===== config.mk =====
export PLATFORM = sky130hd
export DESIGN_NAME = dispatch_queue_arbiter
export DESIGN_NICKNAME = d
export VERILOG_FILES = /design/src/rtl/dispatch_queue_arbiter_pkg.sv /design/src/rtl/dispatch_queue_arbiter_sync_fifo.sv /design/src/rtl/dispatch_queue_arbiter.sv
export SDC_FILE = /design/constraint.sdc
export NUM_CORES = 1
export LEC_CHECK = 0
export CORE_AREA = 2 2 120 122
export DETAILED_ROUTE_END_ITERATION = 7
export DIE_AREA = 0 0 122 124
export PLACE_DENSITY = 0.8
export SLEW_MARGIN = 20
export SYNTH_ARGS = -nofsm -noshare
export SYNTH_HDL_FRONTEND = slang
export SYNTH_SLANG_ARGS = --single-unit

===== constraint.sdc =====
create_clock -name clock_i -period 3.7 [get_ports clock_i]
set_clock_uncertainty 0.1 [all_clocks]
set_input_delay 0.74 -clock clock_i [delete_from_list [all_inputs] [get_ports clock_i]]
set_output_delay 0.74 -clock clock_i [all_outputs]
set_load 0.01 [all_outputs]

===== src/rtl/dispatch_queue_arbiter_pkg.sv =====
// Shared decode/issue definitions used by the format decoders, this queue and the functional units.
// Field offsets count from the payload MSB: reg1 is the most significant field, fuCode the least.
package dispatch_queue_arbiter_pkg;

    localparam int NUM_UNITS     = 5;
    localparam int REG_WIDTH     = 5;
    localparam int XOP_WIDTH     = 9;
    localparam int FU_WIDTH      = 3;
    localparam int PAYLOAD_WIDTH = 29;

    localparam int OFF_REG1 = 0;
    localparam int OFF_REG2 = 5;
    localparam int OFF_REG3 = 10;
    localparam int OFF_XOP  = 15;
    localparam int OFF_BIT1 = 24;
    localparam int OFF_BIT2 = 25;
    localparam int OFF_FU   = 26;

    typedef enum logic [FU_WIDTH-1:0] {
        FU_FX     = 3'd0,
        FU_FP     = 3'd1,
        FU_LDST   = 3'd2,
        FU_BRANCH = 3'd3,
        FU_TRAP   = 3'd4
    } fu_code_e;

    typedef struct packed {
        logic [REG_WIDTH-1:0] reg1;
        logic [REG_WIDTH-1:0] reg2;
        logic [REG_WIDTH-1:0] reg3;
        logic [XOP_WIDTH-1:0] xop;
        logic                 bit1;
        logic                 bit2;
        logic [FU_WIDTH-1:0]  fu_code;
    } dec_payload_t;

    // Converts an MSB-relative field offset into the LSB index of a little-endian vector.
    function automatic int field_lsb(input int off, input int width);
        return PAYLOAD_WIDTH - off - width;
    endfunction

    function automatic logic [FU_WIDTH-1:0] fu_code_of(input logic [PAYLOAD_WIDTH-1:0] p);
        return p[field_lsb(OFF_FU, FU_WIDTH) +: FU_WIDTH];
    endfunction

endpackage


===== src/rtl/dispatch_queue_arbiter_sync_fifo.sv =====
// In-order FIFO with combinational head read; push and pop may coincide even when full.
// Caller must not push when full without a simultaneous pop, nor pop when empty.
module dispatch_queue_arbiter_sync_fifo #(
    parameter int WIDTH = 29,
    parameter int DEPTH = 4
) (
    input  logic                       clock_i,
    input  logic                       reset_i,
    input  logic                       push_i,
    input  logic                       pop_i,
    input  logic [WIDTH-1:0]           wr_dat_i,
    output logic [WIDTH-1:0]           rd_dat_o,
    output logic [$clog2(DEPTH):0]     count_o,
    output logic                       full_o,
    output logic                       empty_o
);

    localparam int AW = $clog2(DEPTH);
    localparam int CW = AW + 1;

    logic [WIDTH-1:0] mem_q [DEPTH];
    logic [AW-1:0]    wr_ptr_q, wr_ptr_d;
    logic [AW-1:0]    rd_ptr_q, rd_ptr_d;
    logic [CW-1:0]    count_q, count_d;

    // Power-of-two depth lets the pointers wrap by plain overflow.
    always_comb begin
        wr_ptr_d = wr_ptr_q;
        rd_ptr_d = rd_ptr_q;
        if (push_i) begin
            wr_ptr_d = wr_ptr_q + AW'(1);
        end
        if (pop_i) begin
            rd_ptr_d = rd_ptr_q + AW'(1);
        end
        count_d = count_q + CW'(push_i) - CW'(pop_i);
    end

    always_ff @(posedge clock_i or posedge reset_i) begin
        if (reset_i) begin
            wr_ptr_q <= '0;
            rd_ptr_q <= '0;
            count_q  <= '0;
        end else begin
            wr_ptr_q <= wr_ptr_d;
            rd_ptr_q <= rd_ptr_d;
            count_q  <= count_d;
        end
    end

    always_ff @(posedge clock_i) begin
        if (push_i) begin
            mem_q[wr_ptr_q] <= wr_dat_i;
        end
    end

    assign rd_dat_o = mem_q[rd_ptr_q];
    assign count_o  = count_q;
    assign full_o   = (count_q == CW'(DEPTH));
    assign empty_o  = (count_q == '0);

endmodule


===== src/rtl/dispatch_queue_arbiter.sv =====
// Picks the lowest enabled decoder, queues it in order and issues the head to its unit when ready.
// Two-cycle minimum latency; stall_o rises at fifoDepth-1 entries, arrivals into a full queue are dropped.
module dispatch_queue_arbiter
    import dispatch_queue_arbiter_pkg::*;
#(
    parameter int numDecoders  = 4,
    parameter int regWidth     = REG_WIDTH,
    parameter int xOpCodeWidth = XOP_WIDTH,
    parameter int payloadWidth = PAYLOAD_WIDTH,
    parameter int fifoDepth    = 4,
    parameter int numUnits     = NUM_UNITS
) (
    input  logic                                clock_i,
    input  logic                                reset_i,
    input  logic [numDecoders-1:0]              decEnable_i,
    input  logic [numDecoders*payloadWidth-1:0] decPayload_i,
    input  logic [numUnits-1:0]                 fuReady_i,
    output logic                                stall_o,
    output logic                                dispatchValid_o,
    output logic [payloadWidth-1:0]             dispatchPayload_o,
    output logic [2:0]                          dispatchUnit_o,
    output logic                                conflict_o,
    output logic                                overflow_o,
    output logic                                badUnit_o,
    output logic [$clog2(fifoDepth):0]          occupancy_o
);

    localparam int CW = $clog2(fifoDepth) + 1;

    if (payloadWidth != 3*regWidth + xOpCodeWidth + 2 + FU_WIDTH) begin : g_bad_width
        $error("payloadWidth does not match the field layout");
    end
    if ((fifoDepth < 2) || ((fifoDepth & (fifoDepth - 1)) != 0)) begin : g_bad_depth
        $error("fifoDepth must be a power of 2 and at least 2");
    end
    if (numUnits > 8) begin : g_bad_units
        $error("numUnits must fit the 3-bit unit code");
    end

    logic                    any_en;
    logic                    conflict_det;
    logic [payloadWidth-1:0] sel_dat;
    logic [payloadWidth-1:0] head_dat;
    logic [FU_WIDTH-1:0]     head_unit;
    logic [7:0]              rdy_ext;
    logic                    unit_ok;
    logic                    unit_rdy;
    logic                    fifo_full;
    logic                    fifo_empty;
    logic [CW-1:0]           count;
    logic [CW-1:0]           count_next;
    logic                    push;
    logic                    pop;
    logic                    issue;
    logic                    discard;
    logic                    overflow_det;

    logic                    stall_q, stall_d;
    logic                    valid_q, valid_d;
    logic [payloadWidth-1:0] payload_q, payload_d;
    logic [2:0]              unit_q, unit_d;
    logic                    conflict_q, conflict_d;
    logic                    overflow_q, overflow_d;
    logic                    bad_unit_q, bad_unit_d;

    always_comb begin
        any_en       = |decEnable_i;
        conflict_det = ($countones(decEnable_i) > 1);
        sel_dat      = '0;
        // Walk downwards so the lowest enabled slot is the last to win.
        for (int i = numDecoders - 1; i >= 0; i--) begin
            if (decEnable_i[i]) begin
                sel_dat = decPayload_i[i*payloadWidth +: payloadWidth];
            end
        end
    end

    always_comb begin
        head_unit    = fu_code_of(head_dat);
        rdy_ext      = 8'(fuReady_i);
        unit_ok      = (int'(head_unit) < numUnits);
        unit_rdy     = unit_ok && rdy_ext[head_unit];
        // Bad unit codes retire immediately so they cannot wedge the queue.
        pop          = !fifo_empty && (!unit_ok || unit_rdy);
        issue        = pop && unit_ok;
        discard      = pop && !unit_ok;
        push         = any_en && (!fifo_full || pop);
        overflow_det = any_en && fifo_full && !pop;
        count_next   = count + CW'(push) - CW'(pop);
    end

    dispatch_queue_arbiter_sync_fifo #(
        .WIDTH (payloadWidth),
        .DEPTH (fifoDepth)
    ) u_sync_fifo (
        .clock_i  (clock_i),
        .reset_i  (reset_i),
        .push_i   (push),
        .pop_i    (pop),
        .wr_dat_i (sel_dat),
        .rd_dat_o (head_dat),
        .count_o  (count),
        .full_o   (fifo_full),
        .empty_o  (fifo_empty)
    );

    always_comb begin
        stall_d    = (count_next >= CW'(fifoDepth - 1));
        valid_d    = issue;
        payload_d  = payload_q;
        unit_d     = unit_q;
        if (issue) begin
            payload_d = head_dat;
            unit_d    = head_unit;
        end
        conflict_d = conflict_det;
        overflow_d = overflow_det;
        bad_unit_d = discard;
    end

    always_ff @(posedge clock_i or posedge reset_i) begin
        if (reset_i) begin
            stall_q    <= 1'b0;
            valid_q    <= 1'b0;
            payload_q  <= '0;
            unit_q     <= '0;
            conflict_q <= 1'b0;
            overflow_q <= 1'b0;
            bad_unit_q <= 1'b0;
        end else begin
            stall_q    <= stall_d;
            valid_q    <= valid_d;
            payload_q  <= payload_d;
            unit_q     <= unit_d;
            conflict_q <= conflict_d;
            overflow_q <= overflow_d;
            bad_unit_q <= bad_unit_d;
        end
    end

    assign stall_o           = stall_q;
    assign dispatchValid_o   = valid_q;
    assign dispatchPayload_o = payload_q;
    assign dispatchUnit_o    = unit_q;
    assign conflict_o        = conflict_q;
    assign overflow_o        = overflow_q;
    assign badUnit_o         = bad_unit_q;
    assign occupancy_o       = count;

endmodule


# After elaboration in Yosys (flattened, before gate mapping)
# Memories as Yosys holds them, arrays and structs flattened.
# Index checks and enable logic that the tools add are counted.
dict set report word_totals {
  reg_bits 44
  ramBits 116
  in_bits 127
  out_inout_bits 40
  wordCells 46
  memories 1
}
dict set report classes {
  addsub 7
  n_lt_le_gt_ge 4
  n_eq_ne 1
  muxes 8
  n_reduce_logical 15
}
# name words width read_ports rd_clocked_by_memory_dff wr line_no
set mem_list {}
lappend mem_list {u_sync_fifo.mem_q 4 29 1 0 1 dispatch_queue_arbiter_sync_fifo.sv:21} ;# logic [WIDTH-1:0] mem_q [DEPTH];
# cell n
set op_table {}
lappend op_table {{two-way mux 29 bit} 4}
lappend op_table {{logical AND 1 bit} 7}
lappend op_table {{adder 1 x 1 -> 2 bit} 2}
lappend op_table {{adder 2 x 1 -> 2 bit, second input constant} 2}
lappend op_table {{logical NOT 1 bit} 4}
lappend op_table {{less-than comparator 3 x 4 -> 1 bit, second input constant} 1}
lappend op_table {{OR reduction 4 bit} 1}
lappend op_table {{adder 2 x 2 -> 3 bit} 1}
lappend op_table {{adder 3 x 1 -> 3 bit} 1}
lappend op_table {{binary-select mux 1 bit (select 3 bit)} 1}
lappend op_table {{equality test 3 bit, second input constant} 1}
lappend op_table {{greater-or-equal comparator 3 x 2 -> 1 bit, second input constant} 1}
lappend op_table {{greater-than comparator 3 x 1 -> 1 bit, second input constant} 1}
lappend op_table {{logical NOT 3 bit} 1}
lappend op_table {{less-than comparator 3 bit, second input constant} 1}
lappend op_table {{two-way mux 1 bit} 3}
lappend op_table {{subtractor 3 x 1 -> 3 bit} 1}
lappend op_table {{logical OR 1 bit} 2}

# Logic depth before layout (Yosys ltp)
# Gate-level depths: netlist of the first run.
# An unclocked memory read counts as a cell.
dict set report logic_depth {
  word_depth 11
  mapped_depth 12
  depth_no_buf 11
}

# By module
# A second synthesis of the first run with hierarchy kept.
dict set report hier_totals {
  hier_cells 447
  hier_area_um2 7028.0
}
# module instances cells_each area_each_um2 seq_area_each_um2
set by_module_without_submodules {}
lappend by_module_without_submodules {dispatch_queue_arbiter_sync_fifo 1 186 4576.9 3658.5}
lappend by_module_without_submodules {dispatch_queue_arbiter 1 261 2451.1 850.8}

# Least setup slack after synthesis of the first run
# Ideal clock, no wire load.
dict set report synth_timing {
  path_kind {input-to-reg}
  start {in decEnable_i[0]}
  end {mem u_sync_fifo.mem_q[0][0] (enable)}
  setup_time_ps 389
  t_arrival_ps 2809
  required_time_ps 3211
  path_slack_ps 402
  stages 8
  path_cell_list {clkbuf_1 > clkbuf_1 > inv_1 > ha_1 > nand2_1 > a21boi_0 > a22o_1 > and2_1}
}
dict set report synth_between {
  elab_chain_cells 4
}
# element line_no
set synth_rtl {}
lappend synth_rtl {{start: declaration} dispatch_queue_arbiter.sv:15} ;# input logic [numDecoders-1:0] decEnable_i,
lappend synth_rtl {{OR reduction 4 bit} dispatch_queue_arbiter.sv:67} ;# any_en = |decEnable_i;
lappend synth_rtl {{logical AND 1 bit} dispatch_queue_arbiter.sv:87} ;# push = any_en && (!fifo_full || pop);
lappend synth_rtl {{net push} dispatch_queue_arbiter.sv:52} ;# logic push;
lappend synth_rtl {{two-way mux 1 bit} dispatch_queue_arbiter_sync_fifo.sv:52} ;# if (push_i) begin
lappend synth_rtl {{two-way mux 1 bit (not written as such)} dispatch_queue_arbiter_sync_fifo.sv:53} ;# mem_q[wr_ptr_q] <= wr_dat_i;
lappend synth_rtl {{end: declaration} dispatch_queue_arbiter_sync_fifo.sv:21}
# The timed path passes the listed nets, and every way through them passes these cells.

# Final worst setup path of the first run
dict set report layout_timing {
  start {reg u_sync_fifo.rd_ptr_q[0]}
  end {reg stall_q (netlist: stall_o)}
}
dict set report layout_between {
  elab_chain_cells 11
  elab_cells_between_ends 13
  cone_classes {add/sub: 2; order compare: 2; mux: 2; reduce/logical: 6; memory: 1}
}
# element line_no
set layout_rtl {}
lappend layout_rtl {{start: declaration} dispatch_queue_arbiter_sync_fifo.sv:23} ;# logic [AW-1:0] rd_ptr_q, rd_ptr_d;
lappend layout_rtl {{start signal: assignment} dispatch_queue_arbiter_sync_fifo.sv:46} ;# rd_ptr_q <= rd_ptr_d;
lappend layout_rtl {{memory read (4 x 29 bit) (*)} n/a}
lappend layout_rtl {{binary-select mux 1 bit (select 3 bit)} dispatch_queue_arbiter.sv:82} ;# unit_rdy = unit_ok && rdy_ext[head_unit];
lappend layout_rtl {{two-way mux 1 bit (not written as such)} dispatch_queue_arbiter.sv:82}
lappend layout_rtl {{logical AND 1 bit} dispatch_queue_arbiter.sv:82}
lappend layout_rtl {{logical OR 1 bit (*)} dispatch_queue_arbiter.sv:84} ;# pop = !fifo_empty && (!unit_ok || unit_rdy);
lappend layout_rtl {{logical AND 1 bit (*)} dispatch_queue_arbiter.sv:84}
lappend layout_rtl {{logical OR 1 bit} dispatch_queue_arbiter.sv:87}
lappend layout_rtl {{logical AND 1 bit} dispatch_queue_arbiter.sv:87}
lappend layout_rtl {{adder 3 x 1 -> 3 bit} dispatch_queue_arbiter.sv:89} ;# count_next = count + CW'(push) - CW'(pop);
lappend layout_rtl {{subtractor 3 x 1 -> 3 bit (*)} dispatch_queue_arbiter.sv:89}
lappend layout_rtl {{net count_next[2]} dispatch_queue_arbiter.sv:51} ;# logic [CW-1:0] count_next;
lappend layout_rtl {{greater-or-equal comparator 3 x 2 -> 1 bit (*)} dispatch_queue_arbiter.sv:108} ;# stall_d = (count_next >= CW'(fifoDepth - 1));
lappend layout_rtl {{net stall_d} dispatch_queue_arbiter.sv:58} ;# logic stall_q, stall_d;
lappend layout_rtl {{end signal: assignment} dispatch_queue_arbiter.sv:131} ;# stall_q <= stall_d;
lappend layout_rtl {{end: declaration} dispatch_queue_arbiter.sv:58}
# The timed path passes the listed nets; every way through them passes the cells marked *. The select of a mux whose other input is x is not followed.
# A chain may end at the register's enable or synchronous reset.

==> implementation parameters, run 1 <==
Parameter                              Value

STA
  Sum of negative setup slack    0 ns
  Relative slew margins    0.384
  Final setup vio count    0
  Number of failing hold endpoints at the final stage    0
  Maximum clock frequency    around 0.29 GHz
  Worst-margin pin slew    a little over 0.9 ns
  Final slew viol count    0
  Min cycle time layout    3.40 ns
  RSZ-0062 raised after global routing    false
  Final worst-path cycle share    0.919

Global routing
  Total congestion overflow after global routing    0
  Total routing usage reported by global routing    0.231
  Met3 track demand over resource    0.0490
  Via count of the first global-routing pass    4761
  Most used routing layer in global routing    met2
  GR Util met1    0.276
  Largest net degree at the start of global routing    59
  GR met2 Demand/Resource    0.408
  First-pass GRT wire length    roughly 25000 um
  Antenna violations before repair    0

Clock network
  Post-CTS setup buffer count    0
  Number of buffers created by CTS    17
  # hold bufs at CTS    0
  Clock Pin Slew Worst Setup and Hold Paths    0.06 ns
  Root buf cell    sky130_fd_sc_hd__clkbuf_16
  Max Buffers Root-to-Sink    2
  Clock insertion delay at the later pin of the skew report    0.42 ns
  CTS tree    built
  Deepest level of the CTS H-tree    4
  Resized Gates After CTS    0
  Sinks on Clock Net    157

Setup path
  Data required time at the worst endpoint    3.91 ns
  Crit path launch type    flip-flop
  Classification of the worst setup path    reg2reg
  Worst EP arrival    ~3.6 ns
  Slowest stage delay, CP    0.63 ns
  Top fanout value on the critical path    8
  Family of cells with the greatest summed delay on the critical path    multiplexers
  Slowest stage cell, crit path    sky130_fd_sc_hd__mux4_2
  Category of the worst setup path capture point    flip-flop
  Critical path, cell by cell    mux4_2 -> mux2i_1 -> a32oi_1 -> and3_1 -> ha_1 -> inv_1 -> ha_1 -> fa_1 -> xnor2_1 -> xnor2_1 -> a21o_1
  CP bufs+invs    1

Outcome
  Result of the run    complete, no violations

Layout
  Total inserted antenna cells    0
  Signed area change from the synthesized netlist to the final layout    36.6%
  Final core utilization    0.677
  Layout cell share with drive strength beyond 1    0.182
  Number of nets at the end of the flow    approximately 730
  Post-Layout Inst Area    approximately 0.0093 mm2

Route
  Final ANT Viol Nets    0
  Average vias per placed instance    5.79
  Number of detailed-routing iterations run before antenna repair    5
  WL final    16800 um
  Remaining design rule violation count    0
  Via count    4573
  Per-cell routed wire length    ~21 um
  Drt first-iter violations    385

Power and ir drop
  VDD IR-drop max    0.462 mV
  Power per cell area    851 mW/mm2
  Static leakage    3.42 nW

Logic synthesis
  Synthesized net count    560
  Post-synth design cell area    0.00680 mm2
  Post-synth EDFFs    116
  Yosys reg bits    157
  Mean instance size in the synthesized netlist    16.0 um2
  Share of synthesized area occupied by flip-flops and latches    0.663
  Warnings from Yosys    0
  Unique cell type count in the Yosys netlist    39
  Commonest cells in the netlist    116 x sky130_fd_sc_hd__edfxtp_1, 58 x sky130_fd_sc_hd__o21ai_0, 41 x sky130_fd_sc_hd__dfrtp_1, 33 x sky130_fd_sc_hd__nand2_1, 29 x sky130_fd_sc_hd__mux4_2
  Post-Syn Instances    424
  Synth async-reset ratio    0.261
  Area share of the largest cell type after synthesis    0.512
  Post-synth top flop    sky130_fd_sc_hd__edfxtp_1
  Most numerous cell in the Yosys netlist    sky130_fd_sc_hd__edfxtp_1
  Cells taking the most area after synthesis    sky130_fd_sc_hd__edfxtp_1 51%, sky130_fd_sc_hd__dfrtp_1 15%, sky130_fd_sc_hd__mux4_2 9.6%, sky130_fd_sc_hd__o21ai_0 4.3%, sky130_fd_sc_hd__a221o_1 4.1%
  Top cell type by total area after synthesis    sky130_fd_sc_hd__edfxtp_1

Worst hold path
  Tightest Hold Check Type    reg2reg

Floorplan
  Std-Cell Rows    43
  Die outline width    122 um
  Die height    124 um
  Top-level I/O count    167
  Area enclosed by the die boundary    0.0151 mm2
  Starting Density    0.496
  Placeable core area    0.0137 mm2

Placement
  Cell area after placement    0.00869 mm2
  # port buffers    166
  Routability congestion estimate    ~0.8
  Post-DP HPWL    11500 um

Flow run
  Max capacitance violation total    0
[registers in the layout (all words and copies together), names as in the netlist]
| name | flops |
|---|---|
| badUnit_o | 1 |
| conflict_o | 1 |
| dispatchPayload_o | 29 |
| dispatchValid_o | 1 |
| overflow_o | 1 |
| stall_o | 1 |
| u_sync_fifo.count_o | 3 |
| u_sync_fifo.mem_q | 116 |
| u_sync_fifo.rd_ptr_q | 2 |
| u_sync_fifo.wr_ptr_q | 2 |
[cells by family (layout without fill, tap and decap cells)]
logic type	after synthesis	in the layout	synth area share
muxes	58	58	0.148
and+or+nand+nor	53	53	0.0340
adders and majority gates	9	9	0.0188
buffers and inverters	44	230	0.0315
AOI/OAI and AO/OA	98	98	0.0979
xor gates and xnor gates	5	5	0.00644
DFF	157	157	0.663
[power by group]
| group | internal, mW | switching, mW |
|---|---|---|
| sequential | 2.75 | 0.282 |
| clock | 1.07 | 0.685 |
| combinational | 1.67 | 1.45 |
| total | 5.49 | 2.42 |
[path summary, 6_finish.rpt]
path / startpoint / to / slack (ns) / cells after the start
min: dispatchPayload_o[19] / dispatchPayload_o[19] / 0.41 / 1
min reg2reg: dispatchPayload_o[19] / dispatchPayload_o[19] / 0.41 / 1
max: u_sync_fifo.rd_ptr_q[0] / stall_o / 0.30 / 11
max reg2reg: u_sync_fifo.rd_ptr_q[0] / stall_o / 0.30 / 11
min in group asynchronous: reset_i / dispatchPayload_o[14] / 0.76 / 2
max in group asynchronous: reset_i / u_sync_fifo.rd_ptr_q[0] / 2.12 / 2
[metrics by stage]
step           power (mW)  setup slack, ns  std cells  hold slack [ns]
2_1_floorplan        5.01            0.402        424            0.412
3_3_place_gp         6.05            0.310        758            0.389
3_5_place_dp         6.19            0.309        758            0.392
4_1_cts              7.98            0.322        790            0.409
5_1_grt              8.29            0.150        790            0.418
6_report             7.91            0.299        790            0.405
[metal layers]
metal  share of wire  routed length [um]
met4           0.027                 447
met5               0                   0
met2            0.53                8870
met3           0.070                1180
met1            0.37                6260
[area by class of cell]
cell class / instances / area [um2]
well taps: 180 / 225
multi-input cells: 223 / 2090
clock buffers: 19 / 433
repair buffers: 185 / 1810
fillers: 938 / 4430
flip-flops and latches: 157 / 4510
clock inverters: 13 / 165
inverters: 13 / 48.8
[worst reg2reg max path, stage by stage, from the launching register on]
cell                      delay, ns
sky130_fd_sc_hd__dfrtp_2       0.54
sky130_fd_sc_hd__mux4_2        0.64
sky130_fd_sc_hd__mux2i_1       0.29
sky130_fd_sc_hd__a32oi_1       0.17
sky130_fd_sc_hd__and3_1        0.24
sky130_fd_sc_hd__ha_1          0.27
sky130_fd_sc_hd__inv_1         0.04
sky130_fd_sc_hd__ha_1          0.18
sky130_fd_sc_hd__fa_1          0.37
sky130_fd_sc_hd__xnor2_1       0.15
sky130_fd_sc_hd__xnor2_1       0.15
sky130_fd_sc_hd__a21o_1        0.16
[cell usage in the layout, fill, tap and decap left out, drive strengths merged, types with 2 or more instances in the layout]
master / n
and2: 5
buf: 20
mux2: 27
clkbuf: 19
a221o: 28
nand3: 2
edfxtp: 116
clkdlybuf4s50: 165
xnor2: 4
clkinv: 7
nor2: 6
ha: 7
mux4: 29
mux2i: 2
a21oi: 3
bufinv: 3
fa: 2
o21ai: 59
inv: 16
nand2: 33
a22o: 3
dfrtp: 41
and3: 2
No activity file was read; power rests on OpenSTA's default activity.
==> run 2, diff against run 1 <==
- CAP_MARGIN: not set -> 20
==> results of run 2 <==
Final layout, timing and power as in run 1 (identical DEF).
==> run 3, diff against run 2 <==
- SLEW_MARGIN: 20 -> not set
==> run 3 against run 2 <==
Setup slack worse by 0.032 ns. Die area is the same. Sequential power barely moved. Fmax shrank 0.92%. Largest power group unchanged.
==> implementation parameters, run 3 (same netlist as run 1, synthesis figures left out) <==
Parameter                              Value

Route
  Top routing layer in use    met4
  Via count    between 4000 and 5000
  Met2 wirelength from detailed routing    8930 um
  Number of detailed-routing iterations run before antenna repair    5
  WL final    16900 um
  Length of routed met3 wiring    1320 um
  Drt first-iter violations    roughly 530
  Average vias per placed instance    5.80
  Remaining design rule violation count    0
  Sum of routed wire segments on met1    6220 um
  Final ANT Viol Nets    0
  Per-cell routed wire length    21.4 um

Floorplan
  Starting Density    0.496
  Area enclosed by the die boundary    0.0151 mm2
  Std-Cell Rows    43
  Die height    124 um
  Placeable core area    about 0.014 mm2
  Top-level I/O count    between 150 and 200
  Die outline width    122 um

Clock network
  # hold bufs at CTS    0
  Deepest level of the CTS H-tree    4
  Clock Pin Slew Worst Setup and Hold Paths    0.06 ns
  CTS tree    built
  Post-CTS setup buffer count    0
  Clock insertion delay at the later pin of the skew report    between 0.4 and 0.5 ns
  Number of buffers created by CTS    17
  Max Buffers Root-to-Sink    2
  Root buf cell    sky130_fd_sc_hd__clkbuf_16
  Sinks on Clock Net    157
  Resized Gates After CTS    0

Placement
  Dpl ws    between 0.3 and 0.4 ns
  Routability congestion estimate    0.821
  # port buffers    166
  Post-DP HPWL    between 10000 and 15000 um
  Cell area after placement    just under 0.009 mm2

Setup path
  Classification of the worst setup path    reg2reg
  Top fanout value on the critical path    8
  Crit path launch type    flip-flop
  Category of the worst setup path capture point    flip-flop
  Launch point of the worst reg-to-reg path    u_sync_fifo.rd_ptr_q[0]
  Worst Setup SP    u_sync_fifo.rd_ptr_q[0]
  Worst EP arrival    3.64 ns
  Data required time at the worst endpoint    3.91 ns

Layout
  Commonest non-fill, non-tap cells in the layout    165 x sky130_fd_sc_hd__clkdlybuf4s50_1, 116 x sky130_fd_sc_hd__edfxtp_1, 58 x sky130_fd_sc_hd__o21ai_0
  Layout cell share with drive strength beyond 1    0.183
  Filler Cells Inserted    ~900
  Flip-flop count of the largest register, all copies and words added    between 100 and 150
  Signed area change from the synthesized netlist to the final layout    36.8%
  Register name with the most flops    u_sync_fifo.mem_q
  Multi-input gate area in the final layout    0.00209 mm2
  Total inserted antenna cells    0
  Leading cell type in the layout, fill and taps excluded    sky130_fd_sc_hd__clkdlybuf4s50_1
  Number of nets at the end of the flow    734
  Final core utilization    0.678
  Register area    0.00451 mm2
  Post-Layout Inst Area    0.00930 mm2

STA
  Final setup vio count    0
  Number of failing hold endpoints at the final stage    0
  Min cycle time layout    approximately 3.4 ns
  Worst-margin pin slew    0.914 ns
  Final worst-path cycle share    0.928
  Final worst setup slack    0.268 ns
  Worst Hold Margin    0.407 ns
  Final slew viol count    0
  Relative slew margins    0.390
  RSZ-0062 raised after global routing    false
  Maximum clock frequency    0.291 GHz
  Sum of negative setup slack    0 ns

Power and ir drop
  VDD IR-drop max    ~0.51 mV
  Static leakage    3.42 nW
  Power per cell area    848 mW/mm2

Outcome
  Result of the run    complete, no violations

Global routing
  Antenna violations before repair    0
  Total routing usage reported by global routing    0.233
  Via count of the first global-routing pass    4809
  First-pass GRT wire length    25600 um
  Largest net degree at the start of global routing    59
  Total congestion overflow after global routing    0

Flow run
  Max capacitance violation total    0

Worst hold path
  Tightest Hold Check Type    reg2reg
  Hold path startpoint    dispatchPayload_o[21]
[run 3: cell count changes in the layout (fill, tap and decap cells not counted), sizes merged]
cell / before / now
clkinv: 7 / 5
clkinvlp: 0 / 2
inv: 16 / 18
buf: 20 / 21
bufinv: 3 / 2
clkbuf: 19 / 18
[run 3: critical path, stage by stage, from the launching register on]
cell	delay, ns
sky130_fd_sc_hd__dfrtp_2	0.55
sky130_fd_sc_hd__mux4_2	0.64
sky130_fd_sc_hd__mux2i_1	0.29
sky130_fd_sc_hd__a32oi_1	0.18
sky130_fd_sc_hd__and3_1	0.25
sky130_fd_sc_hd__ha_1	0.27
sky130_fd_sc_hd__inv_1	0.04
sky130_fd_sc_hd__ha_1	0.18
sky130_fd_sc_hd__fa_1	0.37
sky130_fd_sc_hd__xnor2_1	0.14
sky130_fd_sc_hd__xnor2_1	0.15
sky130_fd_sc_hd__a21o_1	0.16
[run 3: path summary, 6_finish.rpt]
| check | to | depth (start not counted) | slack (ns) |
|---|---|---|---|
| setup / recovery | stall_o | 11 | 0.27 |
| hold / removal | dispatchPayload_o[21] | 1 | 0.41 |
| setup reg to reg | stall_o | 11 | 0.27 |
| hold reg to reg | dispatchPayload_o[21] | 1 | 0.41 |
| max in group asynchronous | u_sync_fifo.rd_ptr_q[0] | 2 | 2.12 |
| min in group asynchronous | u_sync_fifo.count_o[0] | 2 | 0.75 |
[run 3: power by group]
| part | switching [mW] | internal [mW] | total [mW] |
|---|---|---|---|
| sequential | 0.288 | 2.75 | 3.04 |
| combinational | 1.46 | 1.67 | 3.13 |
| clock | 0.702 | 1.01 | 1.71 |
[run 3: stage by stage]
| stage | power [mW] | instances |
|---|---|---|
| 6_report | 7.88 | 791 |
| 5_1_grt | 8.29 | 791 |
| 4_1_cts | 7.94 | 791 |
| 3_5_place_dp | 6.20 | 759 |
| 3_3_place_gp | 6.05 | 758 |
| 2_1_floorplan | 5.01 | 424 |
[run 3: final cells by class]
type                       instances  area share
timing repair buffer             186       0.198
multi-input combinational        223       0.224
sequential                       157       0.485
clock buffer                      18      0.0462
inverter                          13     0.00525
clock inverter                    14      0.0172
tap                              180      0.0242
[run 3: routing by layer]
metal | global-route usage | vias to the layer above
met5 | 0 | -
met4 | 0.0884 | 0
met3 | 0.0673 | 40
met2 | 0.405 | 239
met1 | 0.275 | 2298
li1 | - | 2010
